## src/rtl/riscv_sim_monitor.sv

```systemverilog
// riscv_sim_monitor: end-of-run monitor that watches writeback retire lanes for halt/illegal,
// drains a fixed number of cycles, then raises sticky done and a one-cycle stop pulse.
module riscv_sim_monitor #(
    parameter int NUM_LANES = 1,
    parameter int OPCODE_WIDTH = 7,
    parameter logic [OPCODE_WIDTH-1:0] HALT_OPCODE = 7'b1110011,
    parameter int DRAIN_CYCLES = 3,
    parameter int TIMEOUT_CYCLES = 200,
    parameter int CNT_WIDTH = 32,
    localparam int LW = (NUM_LANES > 1) ? $clog2(NUM_LANES) : 1,
    localparam int DW = (DRAIN_CYCLES > 1) ? $clog2(DRAIN_CYCLES) : 1
) (
    input  logic                              clk,
    input  logic                              reset,
    input  logic [NUM_LANES-1:0]              wb_valid,
    input  logic [NUM_LANES*OPCODE_WIDTH-1:0] wb_opcode,
    input  logic [NUM_LANES-1:0]              wb_illegal,
    output logic                              done,
    output logic                              stop,
    output logic [1:0]                        halt_cause,
    output logic [LW-1:0]                     halt_lane,
    output logic [CNT_WIDTH-1:0]              cycle_count,
    output logic [CNT_WIDTH-1:0]              retire_count
);
    typedef enum logic [1:0] {S_RUN, S_DRAIN, S_DONE} state_t;

    state_t               r_state;
    state_t               w_next;
    logic [DW-1:0]        r_drain;
    logic [CNT_WIDTH-1:0] r_cycle;
    logic [CNT_WIDTH-1:0] r_retire;
    logic [1:0]           r_cause;
    logic [LW-1:0]        r_lane;
    logic                 r_stop;
    logic                 w_hit;
    logic                 w_ill;
    logic [LW-1:0]        w_win;
    logic [CNT_WIDTH-1:0] w_add;
    logic                 w_timeout;

    assign w_timeout = r_cycle == CNT_WIDTH'(TIMEOUT_CYCLES - 1);

    // Scan upward: lanes below the first trigger are counted, the trigger and above are not.
    always_comb begin
        w_hit = 1'b0;
        w_ill = 1'b0;
        w_win = '0;
        w_add = '0;
        for (int i = 0; i < NUM_LANES; i++) begin
            if (!w_hit && wb_valid[i] &&
                (wb_illegal[i] || wb_opcode[i*OPCODE_WIDTH +: OPCODE_WIDTH] == HALT_OPCODE)) begin
                w_hit = 1'b1;
                w_ill = wb_illegal[i];
                w_win = LW'(i);
            end else if (!w_hit && wb_valid[i]) begin
                w_add = w_add + CNT_WIDTH'(1);
            end
        end
    end

    always_comb begin
        w_next = r_state;
        if (r_state == S_RUN)
            w_next = w_hit ? ((DRAIN_CYCLES == 0) ? S_DONE : S_DRAIN) : (w_timeout ? S_DONE : S_RUN);
        else if (r_state == S_DRAIN)
            w_next = (r_drain == '0) ? S_DONE : S_DRAIN;
    end

    always_ff @(posedge clk) begin
        if (reset) begin
            r_state  <= S_RUN;
            r_drain  <= '0;
            r_cycle  <= '0;
            r_retire <= '0;
            r_cause  <= 2'b00;
            r_lane   <= '0;
            r_stop   <= 1'b0;
        end else begin
            r_state <= w_next;
            r_stop  <= (w_next == S_DONE) && (r_state != S_DONE);
            if (r_state == S_RUN) begin
                r_cycle  <= r_cycle + CNT_WIDTH'(1);
                r_retire <= r_retire + w_add;
                if (w_hit) begin
                    r_cause <= w_ill ? 2'b10 : 2'b01;
                    r_lane  <= w_win;
                    r_drain <= DW'(DRAIN_CYCLES - 1);
                end else if (w_timeout) begin
                    r_cause <= 2'b11;
                    r_lane  <= '0;
                end
            end else if (r_state == S_DRAIN && r_drain != '0) begin
                r_drain <= r_drain - DW'(1);
            end
        end
    end

    assign done         = r_state == S_DONE;
    assign stop         = r_stop;
    assign halt_cause   = r_cause;
    assign halt_lane    = r_lane;
    assign cycle_count  = r_cycle;
    assign retire_count = r_retire;
endmodule

```

## config.mk

```make
export PLATFORM = sky130hd
export DESIGN_NAME = riscv_sim_monitor
export DESIGN_NICKNAME = d
export VERILOG_FILES = /design/src/rtl/riscv_sim_monitor.sv
export SDC_FILE = /design/constraint.sdc
export NUM_CORES = 1
export LEC_CHECK = 0
export BUFFER_PORTS_ARGS = -buffer_cell sky130_fd_sc_hd__buf_4
export CAP_MARGIN = 20
export CORE_AREA = 4 4 90 92
export CTS_CLUSTER_DIAMETER = 50
export DETAILED_ROUTE_END_ITERATION = 10
export DIE_AREA = 0 0 94 96
export MAX_ROUTING_LAYER = met4
export PLACE_DENSITY = 0.74
export SYNTH_ARGS = -nofsm -noshare
export SYNTH_HDL_FRONTEND = slang
export SYNTH_SLANG_ARGS = --single-unit
```

## constraint.sdc

```tcl
create_clock -name clk -period 2.3 [get_ports clk]
set_input_delay 0.23 -clock clk [delete_from_list [all_inputs] [get_ports clk]]
set_output_delay 0.23 -clock clk [all_outputs]
set_load 0.005 [all_outputs]
```

== Word level (Yosys, flattened, before mapping) ==
Index checks and enable logic that the tools add are counted.

* Bits in registers: 72
* Bits of input ports: 11
* Output and inout bits: 69
* Word-level logic and storage cells: 45

* Add/sub/neg operators: 3
* Equal/unequal tests: 7
* Multiplexer cells: 17
* Reductions and logical operators: 11

{| class="wikitable"
|+ Operators with widths
! cell !! number
|-
| $add A32 B1 Y32 const B || 1
|-
| $add A32 B32 Y32 || 1
|-
| $eq A32 B8 Y1 const B || 1
|-
| $mux W2 || 11
|-
| $eq A7 B7 Y1 const B || 1
|-
| $mux W1 || 6
|-
| $reduce_bool A2 Y1 || 3
|-
| $eq A2 B2 Y1 const B || 2
|-
| $logic_not A2 Y1 || 2
|-
| $ne A2 B2 Y1 const B || 2
|-
| $reduce_and A2 Y1 || 2
|-
| $logic_and A1 B1 Y1 || 3
|-
| $eq A2 B1 Y1 const B || 1
|-
| $sub A2 B1 Y2 const B || 1
|-
| $logic_or A1 B1 Y1 || 1
|}

== Longest topological paths before layout ==
* Depth after elaboration: 8
* Depth in mapped cells: 11
* Gate-level depth less buffers: 9

== Worst setup path after synthesis ==
No wires, ideal clock.

* Path type: input port to flip-flop
* Start: input port wb_opcode[2]
* End: register r_retire[10] (netlist: retire_count[10])
* Setup time: 0.128 ns
* Data arrival time: 2.282 ns
* Required time: 2.172 ns
* Path slack: -0.109 ns
* Cell stages on the path: 11
* Path buffers: 2
* Cell sequence: nand4b_1 o31a_1 and2_1 ha_1 ha_1 and4_1 nand4_1 clkbuf_1 clkbuf_1 xor2_1 nor2_1

* Cells in the longest elaborated chain, start to end: 5

{| class="wikitable"
|+ Ends and longest elaborated chain
! item !! line !! source
|-
| from (decl) || 16 || <nowiki>input logic [NUM_LANES*OPCODE_WIDTH-1:0] wb_opcode,</nowiki>
|-
| $eq A7 B7 Y1 || 51 || <nowiki>(wb_illegal[i] || wb_opcode[i*OPCODE_WIDTH +: OPCODE_WIDTH] == HALT_OPCODE)) begin</nowiki>
|-
| $logic_or A1 B1 Y1 || 51 ||
|-
| $logic_and A1 B1 Y1 || 50 || <nowiki>if (!w_hit && wb_valid[i] &&</nowiki>
|-
| $mux W1 || 50 ||
|-
| $add A32 B32 Y32 || 83 || <nowiki>r_retire <= r_retire + w_add;</nowiki>
|-
| to (signal assigned) || 83 ||
|-
| to (decl) || 31 || <nowiki>logic [CNT_WIDTH-1:0] r_retire;</nowiki>
|}

Every way passes these cells.
A chain may end at the register's enable or synchronous reset.

== Final worst setup path ==
* Start: register r_retire[15] (netlist: retire_count[15])
* End: register r_retire[31] (netlist: retire_count[31])

* Cells in the longest elaborated chain, start to end: 1

{| class="wikitable"
|+ Ends and longest elaborated chain
! item !! line
|-
| $add A32 B32 Y32 || 83
|}

Every way passes these cells.

==> flow_metrics.tcl <==
set metrics [dict create \
    max_freq_mhz 488 \
    numCtsBuffers 9 \
    num_rows 31 \
    final_common_cell "buf_4" \
    synth_seq_cells 71 \
    first_global_vias 3364 \
    cts_tree "done" \
    fin_crit_sh 0.891 \
    clock_skew_ns 0.00983 \
    peakVddDrop_mv 0.405 \
    r2r_slack_ns 0.25 \
    gr-usage-met1 0.256 \
    leakagePower_nw 1.65 \
    max_slew.worst_pin.slew_ns 0.557 \
    drive_gt1_frac 0.252 \
    yosysTopAreaCell "dfxtp_1" \
    r2r_cells 4 \
    power_density_nw_per_um2 570 \
    pwr-share-comb 0.065 \
    grt_pass1_wl_um 15100 \
    cap_violations 0 \
    min_from "wb_illegal" \
    pwr-share-clk 0.444 \
    p_sw_frac 0.222 \
    clk_latency_ns 0.34 \
    dp_slack_ns 0.00291 \
    power.internal_w 0.00199 \
    place.gp.congestion 0.818 \
    rsz0062_at_grt "no" \
    antenna_cells 0 \
    critPathArrivalTime_ns 2.32 \
    maxSlewHeadroom 0.629 \
    io_buffers 78 \
    antenna_found_initial 0 \
    placed_cell_area_um2 4270 \
    worstPathMaxFanout 10 \
    die_w_um 94 \
    power_frac_seq 0.491 \
    ant_nets 0 \
    synthToLayoutAreaGrowth_pct 29.5 \
    fin_tns_setup_ns 0 \
    path_clk_slew_ns 0.08 \
    yosys_warnings 0 \
    holdBufCountCts 0 \
    yosysTopAreaCellShare 0.409 \
    ys_top_cells_by_area "dfxtp_1, or4_1, a21oi_1" \
    die_h_um 96 \
    clockRootBuffer "clkbuf_8" \
    clock_path_buffers 2 \
    n_fill_cell 659 \
    reg2reg_to "retire_count[31]" \
    synth_seq_area_share 0.409 \
    syn_inst 415 \
    synth_edf_count 0 \
    netlist_area_um2 3480 \
    worst_setup_path_end_kind "flop" \
    viasPerCell 5.85 \
    cp-start-kind "flop" \
    multi_input_area_um2 1880 \
    dr_total_vias 3546 \
    switchingPower_w 0.000570 \
    min_to "halt_cause[0]" \
    postLayoutCellArea_um2 4500 \
    seq_area_um2 1420 \
    grt_util_met2 0.343 \
    slew_viol_final 0 \
    wl_um 9040 \
    outcome "completed" \
    grt_overflow 0 \
    avgSynthCellArea_um2 8.38 \
    grt_max_degree 55 \
    setup_viol 0 \
    die-area_um2 9020 \
    cts_max_level 3 \
    dpl.hpwl_um 6280 \
    fp.coreArea_um2 7210 \
    grt.met3_usage 0.0414 \
    final_cell_mix "buf_4, dfxtp_1, a21oi_1, or4_1, nand2_1" \
    critPathRequiredTime_ns 2.57 \
    synthArstFlopShare 0 \
    grt_usage 0.211 \
    min_period_ns 2.05 \
    post_drt_wl_per_cell_um 14.9 \
    initial_utilization 0.482 \
    setup_slack_ns 0.251 \
    final_nets 517 \
    hold_viol 0 \
    drtPass1Iterations 4 \
    rr_startpoint "retire_count[15]" \
    hold_path_class "input port to flop" \
    critical_path_class "flop to flop" \
    drt_drc_violations_left 0 \
    io_pins 80 \
    syn-num-nets 430 \
    whs_path_depth 3 \
    clock_sinks 71 \
    top_usage_layer "met2" \
    dr.first_iter.drc_count 206 \
    ys.flop_type "dfxtp_1" \
    ys_types 39 \
]
cells in the mapped netlist, types with 4 or more instances:
library cell  number
or3_1             13
a21oi_1           46
o31a_1             4
inv_1             13
dfxtp_1           71
ha_1               4
clkbuf_1          22
o31ai_1           29
nand2_1           30
and4_1             9
xnor2_1            5
o21ai_0           15
and2_1             6
xor2_1            13
nand4_1           20
nor2_1            24
or4_1             31
nand3_1           17
nor4_1            11
worst max path at each step:
| stage | start | slack [ns] | end |
|---|---|---|---|
| final | retire_count[15] | 0.25 | retire_count[31] |
| after detailed placement | wb_opcode[6] | 0.003 | retire_count[20] |
| after global placement | wb_opcode[5] | 0.06 | retire_count[20] |
| after CTS | cycle_count[0] | 0.15 | cycle_count[14] |
| after floorplan | wb_opcode[2] | 0.01 | retire_count[9] |
| after global routing | retire_count[15] | 0.09 | retire_count[27] |
power groups by stage:
stage          combinational, W  clock (W)  sequential [W]
2_1_floorplan         0.0000854          0         0.00129
3_3_place_gp           0.000165          0         0.00129
3_5_place_dp           0.000169          0         0.00129
4_1_cts                0.000169    0.00116         0.00126
5_1_grt                0.000186    0.00121         0.00126
6_report               0.000168    0.00114         0.00126
critical path, cell delays in order (launching register included):
cell and delay [ns]:
dfxtp_1 0.43, nand4_1 0.21, or4_1 0.68, or4_1 0.52, a21oi_1 0.14
registers in the layout (all words and copies together), names as in the netlist:
signal / count
r_drain: 2
stop: 1
cycle_count: 32
retire_count: 32
halt_cause: 2
r_state: 2
logic make-up (layout without fill, tap and decap cells):
group | count (synthesis) | in the layout | synth area share
and+or+nand+nor | 180 | 180 | 0.304
xor gates and xnor gates | 18 | 18 | 0.0453
other | 1 | 1 | 0.00108
DFF | 71 | 71 | 0.409
AOI/OAI and AO/OA | 97 | 97 | 0.167
buffers and inverters | 42 | 134 | 0.0529
muxes | 2 | 2 | 0.00648
adders and majority gates | 4 | 4 | 0.0144
layout make-up:
cell class | count | share of cell area
Sequential cell | 71 | 0.316
Inverter | 13 | 0.0108
Timing Repair Buffer | 105 | 0.178
Multi-Input combinational cell | 302 | 0.417
Tap cell | 99 | 0.0275
Clock inverter | 5 | 0.0178
Clock buffer | 11 | 0.0336
per-stage QoR:
step | hold WS [ns] | power [W] | cells | utilization
2_1_floorplan | 0.427 | 0.00138 | 415 | -
3_3_place_gp | 0.463 | 0.00145 | 590 | 0.591
3_5_place_dp | 0.471 | 0.00146 | 590 | 0.591
4_1_cts | 0.171 | 0.00259 | 606 | 0.623
5_1_grt | 0.188 | 0.00266 | 606 | 0.624
6_report | 0.183 | 0.00256 | 606 | 0.624
repair_timing:
| item | in CTS | in global routing |
|---|---|---|
| hold endpoints to repair | 0 | 0 |
| setup endpoints to repair | 0 | 6 |
| setup buffers | 0 | 0 |
| gates resized for setup | 0 | 1 |
per-layer routing:
layer,wire (µm),vias to the layer above
li1,-,1728
met1,4010,1710
met2,4390,93
met3,483,15
met4,160,0
met5,0,-
Note: power is estimated with default switching activity, not from simulation.
